### config.mk
export PLATFORM = sky130hd
export DESIGN_NAME = cam_update_scanner
export DESIGN_NICKNAME = d
export VERILOG_FILES = /design/src/rtl/cta_pkg.sv /design/src/rtl/cam_update_scanner_free_run_tracker.sv /design/src/rtl/cam_update_scanner.sv
export SDC_FILE = /design/constraint.sdc
export NUM_CORES = 1
export LEC_CHECK = 0
export BUFFER_PORTS_ARGS = -buffer_cell sky130_fd_sc_hd__buf_2
export CORE_MARGIN = 10
export CORE_UTILIZATION = 54
export CTS_CLUSTER_DIAMETER = 40
export CTS_CLUSTER_SIZE = 24
export DETAILED_ROUTE_END_ITERATION = 6
export PLACE_DENSITY = 0.78
export SLEW_MARGIN = 30
export SYNTH_ARGS = -nofsm -noshare
export SYNTH_HDL_FRONTEND = slang
export SYNTH_SLANG_ARGS = --single-unit
### constraint.sdc
create_clock -name clk -period 4.8 [get_ports clk]
set_input_delay 0.48 -clock clk [delete_from_list [all_inputs] [get_ports clk]]
set_output_delay 0.48 -clock clk [all_outputs]
set_load 0.01 [all_outputs]
### src/rtl/cta_pkg.sv
// Shared types and width helpers for the CTA allocator's CAM update path.
package cta_pkg;

  typedef enum logic [1:0] {
    IDLE  = 2'd0,
    FETCH = 2'd1,
    SCAN  = 2'd2,
    WRITE = 2'd3
  } scan_state_t;

  // Bitmap words held per CU.
  function automatic int words_of(input int res_id_width, input int word_width);
    return (1 << res_id_width) / word_width;
  endfunction

  // Width of the word index. It is kept at least one bit wide, so a
  // single-word bitmap still has a legal (constant zero) index.
  function automatic int word_idx_width(input int res_id_width, input int word_width);
    int words;
    words = words_of(res_id_width, word_width);
    return (words > 1) ? $clog2(words) : 1;
  endfunction

endpackage

### src/rtl/cam_update_scanner_free_run_tracker.sv
// Tracks the current free run and the longest run seen so far, one slot per cycle.
// The best_len/best_start outputs already include the slot presented this cycle,
// so the caller can capture the final result on the same edge that consumes slot N-1.
module free_run_tracker
  import cta_pkg::*;
#(
  parameter int RES_ID_WIDTH = 10
) (
  input  logic                    clk,
  input  logic                    rst,
  input  logic                    en,
  input  logic                    free,
  input  logic [RES_ID_WIDTH-1:0] slot,
  input  logic                    first,
  input  logic                    last,
  output logic [RES_ID_WIDTH:0]   best_len,
  output logic [RES_ID_WIDTH-1:0] best_start
);

  logic [RES_ID_WIDTH:0]   cur_len, kept_len, base_len, base_kept_len, run_len;
  logic [RES_ID_WIDTH-1:0] cur_start, kept_start, base_start, base_kept_start, run_start;
  logic                    close_run;

  // Extend or close the current run; first slot starts from a clean slate.
  always_comb begin
    base_len        = first ? '0 : cur_len;
    base_start      = first ? '0 : cur_start;
    base_kept_len   = first ? '0 : kept_len;
    base_kept_start = first ? '0 : kept_start;
    if (free) begin
      run_len   = base_len + 1'b1;
      run_start = (base_len == '0) ? slot : base_start;
    end else begin
      run_len   = base_len;
      run_start = base_start;
    end
    close_run = !free || last;
    // Strictly greater keeps the earliest run on ties.
    if (close_run && (run_len > base_kept_len)) begin
      best_len   = run_len;
      best_start = run_start;
    end else begin
      best_len   = base_kept_len;
      best_start = base_kept_start;
    end
  end

  // Commit the run state for each scanned slot.
  always_ff @(posedge clk) begin
    if (rst) begin
      cur_len    <= '0;
      cur_start  <= '0;
      kept_len   <= '0;
      kept_start <= '0;
    end else if (en) begin
      cur_len    <= close_run ? '0 : run_len;
      cur_start  <= run_start;
      kept_len   <= best_len;
      kept_start <= best_start;
    end
  end

endmodule

### src/rtl/cam_update_scanner.sv
// Scans one CU's occupancy bitmap and writes its largest free segment into the CAM.
module cam_update_scanner
  import cta_pkg::*;
#(
  parameter int  RES_ID_WIDTH = 10,
  parameter int  WORD_WIDTH   = 32,
  parameter int  CU_ID_WIDTH  = 4,
  localparam int WORDS        = words_of(RES_ID_WIDTH, WORD_WIDTH),
  localparam int WIDX_W       = word_idx_width(RES_ID_WIDTH, WORD_WIDTH),
  localparam int BIT_W        = $clog2(WORD_WIDTH)
) (
  input  logic                          clk,
  input  logic                          rst,
  input  logic                          req_valid_i,
  input  logic [CU_ID_WIDTH-1:0]        req_cu_i,
  output logic                          req_ready_o,
  output logic                          busy_o,
  output logic [CU_ID_WIDTH-1:0]        scan_cu_o,
  output logic                          bm_rd_en_o,
  output logic [CU_ID_WIDTH+WIDX_W-1:0] bm_rd_addr_o,
  input  logic [WORD_WIDTH-1:0]         bm_rd_data_i,
  output logic                          cam_wr_en_o,
  output logic [CU_ID_WIDTH-1:0]        cam_wr_addr_o,
  output logic [RES_ID_WIDTH:0]         cam_wr_data_o,
  output logic [RES_ID_WIDTH-1:0]       cam_wr_start_o
);

  localparam logic [BIT_W-1:0]  BIT_LAST  = BIT_W'(WORD_WIDTH - 1);
  localparam logic [BIT_W-1:0]  BIT_PREF  = BIT_W'(WORD_WIDTH - 2);
  localparam logic [WIDX_W-1:0] WORD_LAST = WIDX_W'(WORDS - 1);

  scan_state_t             state;
  logic [BIT_W-1:0]        bit_idx, bit_nxt;
  logic [WIDX_W-1:0]       word_idx, word_nxt, word_pref;
  logic [WORD_WIDTH-1:0]   word_reg, next_buf, word_now;
  logic                    rd_pend, slot_free, first, last, scanning, issue_next;
  logic [RES_ID_WIDTH-1:0] slot;
  logic [RES_ID_WIDTH:0]   best_len;
  logic [RES_ID_WIDTH-1:0] best_start;

  // Next walk position and prefetch decision; FETCH lands the walk on slot 0.
  always_comb begin
    bit_nxt  = '0;
    word_nxt = '0;
    if (state == SCAN) begin
      if (bit_idx == BIT_LAST) begin
        word_nxt = word_idx + 1'b1;
      end else begin
        bit_nxt  = bit_idx + 1'b1;
        word_nxt = word_idx;
      end
    end
    word_pref  = word_nxt + 1'b1;
    issue_next = ((state == FETCH) || ((state == SCAN) && !last)) &&
                 (bit_nxt == BIT_PREF) && (word_nxt < WORD_LAST);
  end

  // Word 0 arrives in the cycle of slot 0; later words come from the prefetch buffer.
  always_comb begin
    if (bit_idx == '0) begin
      word_now = (word_idx == '0) ? bm_rd_data_i : next_buf;
    end else begin
      word_now = word_reg;
    end
  end

  assign scanning  = (state == SCAN);
  assign slot_free = ~word_now[bit_idx];
  assign slot      = RES_ID_WIDTH'({word_idx, bit_idx});
  assign first     = scanning && (word_idx == '0) && (bit_idx == '0);
  assign last      = scanning && (word_idx == WORD_LAST) && (bit_idx == BIT_LAST);

  free_run_tracker #(
    .RES_ID_WIDTH(RES_ID_WIDTH)
  ) u_tracker (
    .clk       (clk),
    .rst       (rst),
    .en        (scanning),
    .free      (slot_free),
    .slot      (slot),
    .first     (first),
    .last      (last),
    .best_len  (best_len),
    .best_start(best_start)
  );

  // Scan sequencer with registered handshake, read and CAM-write outputs.
  always_ff @(posedge clk) begin
    if (rst) begin
      state          <= IDLE;
      req_ready_o    <= 1'b1;
      busy_o         <= 1'b0;
      scan_cu_o      <= '0;
      bm_rd_en_o     <= 1'b0;
      bm_rd_addr_o   <= '0;
      cam_wr_en_o    <= 1'b0;
      cam_wr_addr_o  <= '0;
      cam_wr_data_o  <= '0;
      cam_wr_start_o <= '0;
      bit_idx        <= '0;
      word_idx       <= '0;
      word_reg       <= '0;
      next_buf       <= '0;
      rd_pend        <= 1'b0;
    end else begin
      bm_rd_en_o  <= 1'b0;
      cam_wr_en_o <= 1'b0;
      rd_pend     <= bm_rd_en_o;
      if (rd_pend) next_buf <= bm_rd_data_i;
      if (issue_next) begin
        bm_rd_en_o   <= 1'b1;
        bm_rd_addr_o <= {scan_cu_o, word_pref};
      end
      case (state)
        IDLE: begin
          if (req_valid_i && req_ready_o) begin
            state        <= FETCH;
            req_ready_o  <= 1'b0;
            busy_o       <= 1'b1;
            scan_cu_o    <= req_cu_i;
            bm_rd_en_o   <= 1'b1;
            bm_rd_addr_o <= {req_cu_i, WIDX_W'(0)};
          end
        end
        FETCH: begin
          state    <= SCAN;
          bit_idx  <= bit_nxt;
          word_idx <= word_nxt;
        end
        SCAN: begin
          bit_idx  <= bit_nxt;
          word_idx <= word_nxt;
          if (bit_idx == '0) word_reg <= word_now;
          if (last) begin
            state          <= WRITE;
            cam_wr_en_o    <= 1'b1;
            cam_wr_addr_o  <= scan_cu_o;
            cam_wr_data_o  <= best_len;
            cam_wr_start_o <= best_start;
          end
        end
        WRITE: begin
          state       <= IDLE;
          req_ready_o <= 1'b1;
          busy_o      <= 1'b0;
        end
        default: state <= IDLE;
      endcase
    end
  end

endmodule

# Yosys cells after proc, flatten, opt, wreduce, memory -nomap -nowiden
# Cells that the tools add are included.
[op_classes]
add_sub_neg = 4
order_cmp = 3
n_eq_ne = 8
n_mux = 32
bitwise_logic = 1
n_reduce_logical = 24
[ops]
columns = ["operator", "n"]
rows = [
  ["$mux 32", 2],
  ["$mux 11", 5],
  ["$mux 10", 5],
  ["$mux 9", 3],
  ["$mux 5", 4],
  ["$add 5x1->5 const B", 3],
  ["$eq 5x5->1 const B", 3],
  ["$add 11x1->11 const B", 1],
  ["$gt 11x11->1", 1],
  ["$logic_not 11->1", 1],
  ["$logic_not 5->1", 2],
  ["$reduce_and 2->1", 5],
  ["$logic_and 1x1->1", 9],
  ["$pmux 2 s4", 1],
  ["$mux 1", 7],
  ["$lt 5x6->1 const B", 1],
  ["$bmux 1 s5", 1],
  ["$lt 5x5->1 const B", 1],
  ["$eq 2x2->1 const B", 2],
  ["$mux 2", 2],
  ["$ne 2x2->1 const B", 2],
  ["$pmux 1 s2", 2],
  ["$reduce_or 2->1", 2],
  ["$eq 2x1->1 const B", 1],
  ["5 further kinds", 6],
]
[totals]
regBits = 161

# Depth between registers and ports, before layout
[logic_depth]
ltp_word = 11
ltp_mapped = 30
mapped_depth_nobuf = 22

# Cells and area by module
# From an unflattened synthesis, not the netlist that was laid out.
[hier_totals]
cells_unflattened = 1046
area_unflattened_um2 = 8539.4
[modules_own_cells]
columns = ["module", "instances", "cells_each", "area_per_inst_um2", "seq_area_each_um2"]
rows = [
  ["cam_update_scanner", 1, 631, 5460.2, 2382.3],
  ["free_run_tracker", 1, 415, 3079.2, 840.8],
]

# Least setup slack after synthesis
# No wires, ideal clock.
[synth_path]
kind = "register to register"
start = "register bit_idx[0]"
end = "register u_tracker.kept_len[7]"
setup_time_ps = 67
arrival_time_ps = 5110
required_ps = 4733
setup_slack_ps = -378
path_stages_with_launch = 29
n_path_buf = 7
path_cell_list = "dfxtp_1 -> clkbuf_1 -> buf_1 -> inv_1 -> ha_1 -> nor4b_4 -> clkbuf_1 -> o21ai_0 -> nand3_1 -> o31ai_1 -> a31oi_1 -> nor4b_2 -> or2_2 -> clkbuf_1 -> clkbuf_1 -> o21ai_0 -> ha_1 -> nor2b_1 -> o21ai_0 -> nand2b_1 -> a21oi_1 -> o21a_1 -> o22a_1 -> nor3_2 -> o211ai_2 -> buf_6 -> buf_12 -> mux2_4 -> a21oi_2"
[synth_via]
elab_chain_len = 8
elab_cells_between_ends = 15
classes_between = "1 x add/sub; 1 x order compare; 1 x eq/ne; 7 x mux; 5 x reduce/logical"
[synth_rtl]
columns = ["item", "line", "text"]
rows = [
  ["start: declaration", "cam_update_scanner.sv:33", "logic [BIT_W-1:0] bit_idx, bit_nxt;"],
  ["start signal: assignment", "cam_update_scanner.sv:127", "bit_idx <= bit_nxt;"],
  ["start signal: assignment", "cam_update_scanner.sv:131", "bit_idx <= bit_nxt;"],
  ["$logic_not 5->1", "cam_update_scanner.sv:60, cam_update_scanner.sv:70", ""],
  ["$logic_and 1x1->1 or $mux 32 (tied branches)", "cam_update_scanner.sv:70, cam_update_scanner.sv:60", ""],
  ["$mux 11 or $bmux 1 s5 (tied branches)", "cam_update_scanner_free_run_tracker.sv:26, cam_update_scanner.sv:68", ""],
  ["$add 11x1->11 or $mux 1 (tied branches)", "cam_update_scanner_free_run_tracker.sv:31, cam_update_scanner.sv:68", ""],
  ["$mux 11", "cam_update_scanner_free_run_tracker.sv:30", "if (free) begin"],
  ["$gt 11x11->1", "cam_update_scanner_free_run_tracker.sv:39", "if (close_run && (run_len > base_kept_len)) begin"],
  ["$logic_and 1x1->1", "cam_update_scanner_free_run_tracker.sv:39", ""],
  ["$mux 11 *", "cam_update_scanner_free_run_tracker.sv:39", ""],
  ["end signal: assignment", "cam_update_scanner_free_run_tracker.sv:58", "kept_len <= best_len;"],
  ["end: declaration", "cam_update_scanner_free_run_tracker.sv:20", "logic [RES_ID_WIDTH:0] cur_len, kept_len, base_len, base_kept_len, run_len;"],
]
# Every way passes the cells marked *; elsewhere a longest branch is shown, timed or not. The select of a mux whose other input is x is not followed.
# A chain may end at the register's enable or synchronous reset.

# Worst setup path in the final report
[layout_path]
start = "register word_idx[0]"
end = "register u_tracker.kept_len[0]"
[layout_via]
elab_chain_len = 9
elab_cells_between_ends = 18
classes_between = "1 x add/sub; 1 x order compare; 1 x eq/ne; 8 x mux; 7 x reduce/logical"
[layout_rtl]
columns = ["item", "line", "text"]
rows = [
  ["start: declaration", "cam_update_scanner.sv:34", "logic [WIDX_W-1:0] word_idx, word_nxt, word_pref;"],
  ["start signal: assignment", "cam_update_scanner.sv:128", "word_idx <= word_nxt;"],
  ["start signal: assignment", "cam_update_scanner.sv:132", "word_idx <= word_nxt;"],
  ["$logic_not 5->1", "cam_update_scanner.sv:61, cam_update_scanner.sv:70", ""],
  ["$logic_and 1x1->1 or $mux 32 (tied branches)", "cam_update_scanner.sv:70, cam_update_scanner.sv:61", ""],
  ["$logic_and 1x1->1 or $mux 32 (tied branches)", "cam_update_scanner.sv:70, cam_update_scanner.sv:60", ""],
  ["$mux 11 or $bmux 1 s5 (tied branches)", "cam_update_scanner_free_run_tracker.sv:26, cam_update_scanner.sv:68", ""],
  ["$add 11x1->11 or $mux 1 (tied branches)", "cam_update_scanner_free_run_tracker.sv:31, cam_update_scanner.sv:68", ""],
  ["$mux 11", "cam_update_scanner_free_run_tracker.sv:30", ""],
  ["$gt 11x11->1", "cam_update_scanner_free_run_tracker.sv:39", ""],
  ["$logic_and 1x1->1", "cam_update_scanner_free_run_tracker.sv:39", ""],
  ["$mux 11 *", "cam_update_scanner_free_run_tracker.sv:39", ""],
]
# Marked as above.

==> impl_metrics.ini <==
[synthesis]
synthTopCellsByCount = 161 x dfxtp_1, 144 x nor2_1, 107 x nand2_1
avgSynthCellArea_um2 = 8.35
synth_ff_type = dfxtp_1
synthArstFlopShare_pct = 0
seq_area_frac_synth_pct = 39.3
syn_area_um2 = 8200
synth_top_area_share_pct = 39.3
synth.largest_area_cell = dfxtp_1
ys_ff_latch = 161
yosys_warnings = 0
synthesis.nets = 1041
synth_edf_count = 0
yosys.cell_count.top_type = dfxtp_1
synth_cell_types = 59
netlist_instances = 982
synth_area_leaders = dfxtp_1 39%, mux2i_1 11%, nor2_1 6.6%, nand2_1 4.9%, a211oi_1 4.2%

[final_layout]
multi_input_area_um2 = 4880
drive_gt1_share_pct = 23.6
final-seq-area_um2 = 3230
fin_area_um2 = 10100
final_net_count = 1126
nFillCells = 1122
synthToLayoutAreaGrowth_pct = 22.9
num_antenna_cells = 0

[route]
dr_total_vias = 7445
drt_iter0_drc = 801
route.detailed.drc = 0
drt-vias-per-instance = 5.89
wirelength_um = 22100
wl_per_cell_um = 17.5
ant_nets = 0
drt-pass1-iter-count = 5

[setup_path]
arrival_ns = 5.30
path_common_cell = buf_6
path_class = reg -> reg
cp-end-kind = flip-flop
crit_required_ns = 5.16
start_kind = flip-flop
slowest_delay_ns = 0.38
critPathMaxFanout = 8
slowest_stage = nor4_2

[die]
die_h_um = 143
rows = 44
die_w_um = 143
initial_core_util_pct = 55.8
ioPinCount = 81
die_area_um2 = 20500
fp.coreArea_um2 = 14700

[clock_network]
cts-root-buf = clkbuf_16
clk_latency_ns = 0.44
cts_tree = yes
clock-sinks = 161
holdBufCountCts = 0
htree_levels = 4
cts_buffers = 17
cts_buffer_depth = 2
cts.clk_slew.worst_paths_ns = 0.07

[placed_design]
io_buffers = 80
gp_congestion = 0.883
place_area_um2 = 8830
dpl.hpwl_um = 14000

[grt]
top_usage_layer = met2
grt_max_degree = 75
first_global_vias = 6993
grt_use_met2_pct = 32.7
met1_usage_pct = 26.0
grt_usage_pct = 20.3
use_met3_pct = 5.27
grt_pass1_wl_um = 34300
antenna_found_initial = 0
overflow = 0

[power]
ir_worst_vdd_mv = 0.313
leakagePower_nw = 4.02
finalPower_mw = 4.39
p_per_area_nw_per_um2 = 436

[timing]
fin_skew_ns = 0.0101
rsz0062_at_grt = yes
min_period_ns = 4.94
final-hold-violation-count = 0
worst_pin_slew_ns = 0.828
maxSlewViolCount = 0
setup_violations = 25
max-slew-margin-rel_pct = 44.4
fin_crit_sh_pct = 103
setup_slack_ns = -0.144
fmaxAchievable_mhz = 202

[min_path]
hp-class = in -> reg

[outcome]
violations = setup timing
status = complete, but fails checks

[flow_run]
max_cap_violations = 0
[timing repair]
action	4_1_cts	5_1_grt
setup endpoints to repair	36	42
pin swaps	1	32
cloned	1	1
setup buffers	4	14
resized for setup	11	80
[area by class of cell]
| type | instances | area share [%] |
|---|---|---|
| multi-input cells | 719 | 48.4 |
| flip-flops and latches | 161 | 32.0 |
| repair buffers | 146 | 10.2 |
| clock buffers | 17 | 4.22 |
| well taps | 184 | 2.28 |
| clock inverters | 15 | 1.96 |
| inverters | 22 | 0.819 |
[per-stage QoR]
step	worst slack (ns)	hold slack (ns)	cells	setup TNS (ns)	utilization [%]
6_report	-0.144	0.290	1264	-1.41	68.6
5_1_grt	-0.377	0.291	1264	-10.96	68.6
4_1_cts	-0.00670	0.285	1249	-0.00670	65.1
3_5_place_dp	-0.127	0.443	1212	-1.24	60.1
3_3_place_gp	-0.0109	0.441	1212	-0.0917	60.1
2_1_floorplan	0.0172	0.441	982	0	-
[cell families after synthesis]
family / share of synthesized area (%)
XOR/XNOR: 2.24
buffers and inverters: 5.83
AND/OR/NAND/NOR: 19.6
multiplexers: 12.1
adder cells (fa/ha/maj): 3.05
AO/OA/AOI/OAI: 17.8
flip-flops: 39.3
[worst paths after layout]
kind / start / to / slack (ns) / depth (start not counted)
worst min register to register: bm_rd_en_o$_SDFF_PP0_ / rd_pend$_SDFF_PP0_ / 0.45 / 1
worst max register to register: word_idx[0]$_SDFFE_PP0P_ / u_tracker.kept_len[0]$_SDFFE_PP0N_ / -0.14 / 28
worst max-delay path: word_idx[0]$_SDFFE_PP0P_ / u_tracker.kept_len[0]$_SDFFE_PP0N_ / -0.14 / 28
worst min-delay path: bm_rd_data_i[5] / next_buf[5]$_SDFFE_PP0P_ / 0.29 / 3
[layout by cell type (no fill, tap or decap), types with 7 or more instances in the layout]
master     instances
dfxtp_1          158
nor2_1           141
nand2_1          106
buf_2             79
mux2i_1           70
a21oi_1           61
buf_4             51
a211oi_1          42
nand3_1           32
o21ai_0           27
a22oi_1           23
inv_1             21
clkbuf_16         18
ha_1              17
mux2i_2           13
and3_1            12
a31oi_1           12
nor3_1            11
nand2b_1           9
a221o_1            9
buf_6              9
xnor2_1            8
nor2b_1            8
mux2i_4            8
xor2_1             8
o32ai_1            7
[report_power, final]
group          switching, mW  internal (mW)
Combinational          0.780          0.584
Sequential             0.105           1.49
Clock                  0.597          0.834
Total                   1.48           2.91
[routing by layer]
layer  wire [um]  up-vias
met3        1670       27
met1        9550     3512
met4         327        0
li1            -     3641
met2       10600      265
met5           0        -
[worst max-delay path, delay by kind of cell, from the launching register on]
| family | cells | cell delay, ns |
|---|---|---|
| compound gates | 8 | 0.98 |
| xor+xnor | 1 | 0.10 |
| fa+ha+maj | 2 | 0.33 |
| buf+inv | 8 | 1.17 |
| flops | 1 | 0.32 |
| mux | 1 | 0.26 |
| simple gates | 8 | 1.68 |
(Power assumes the default switching activity.)
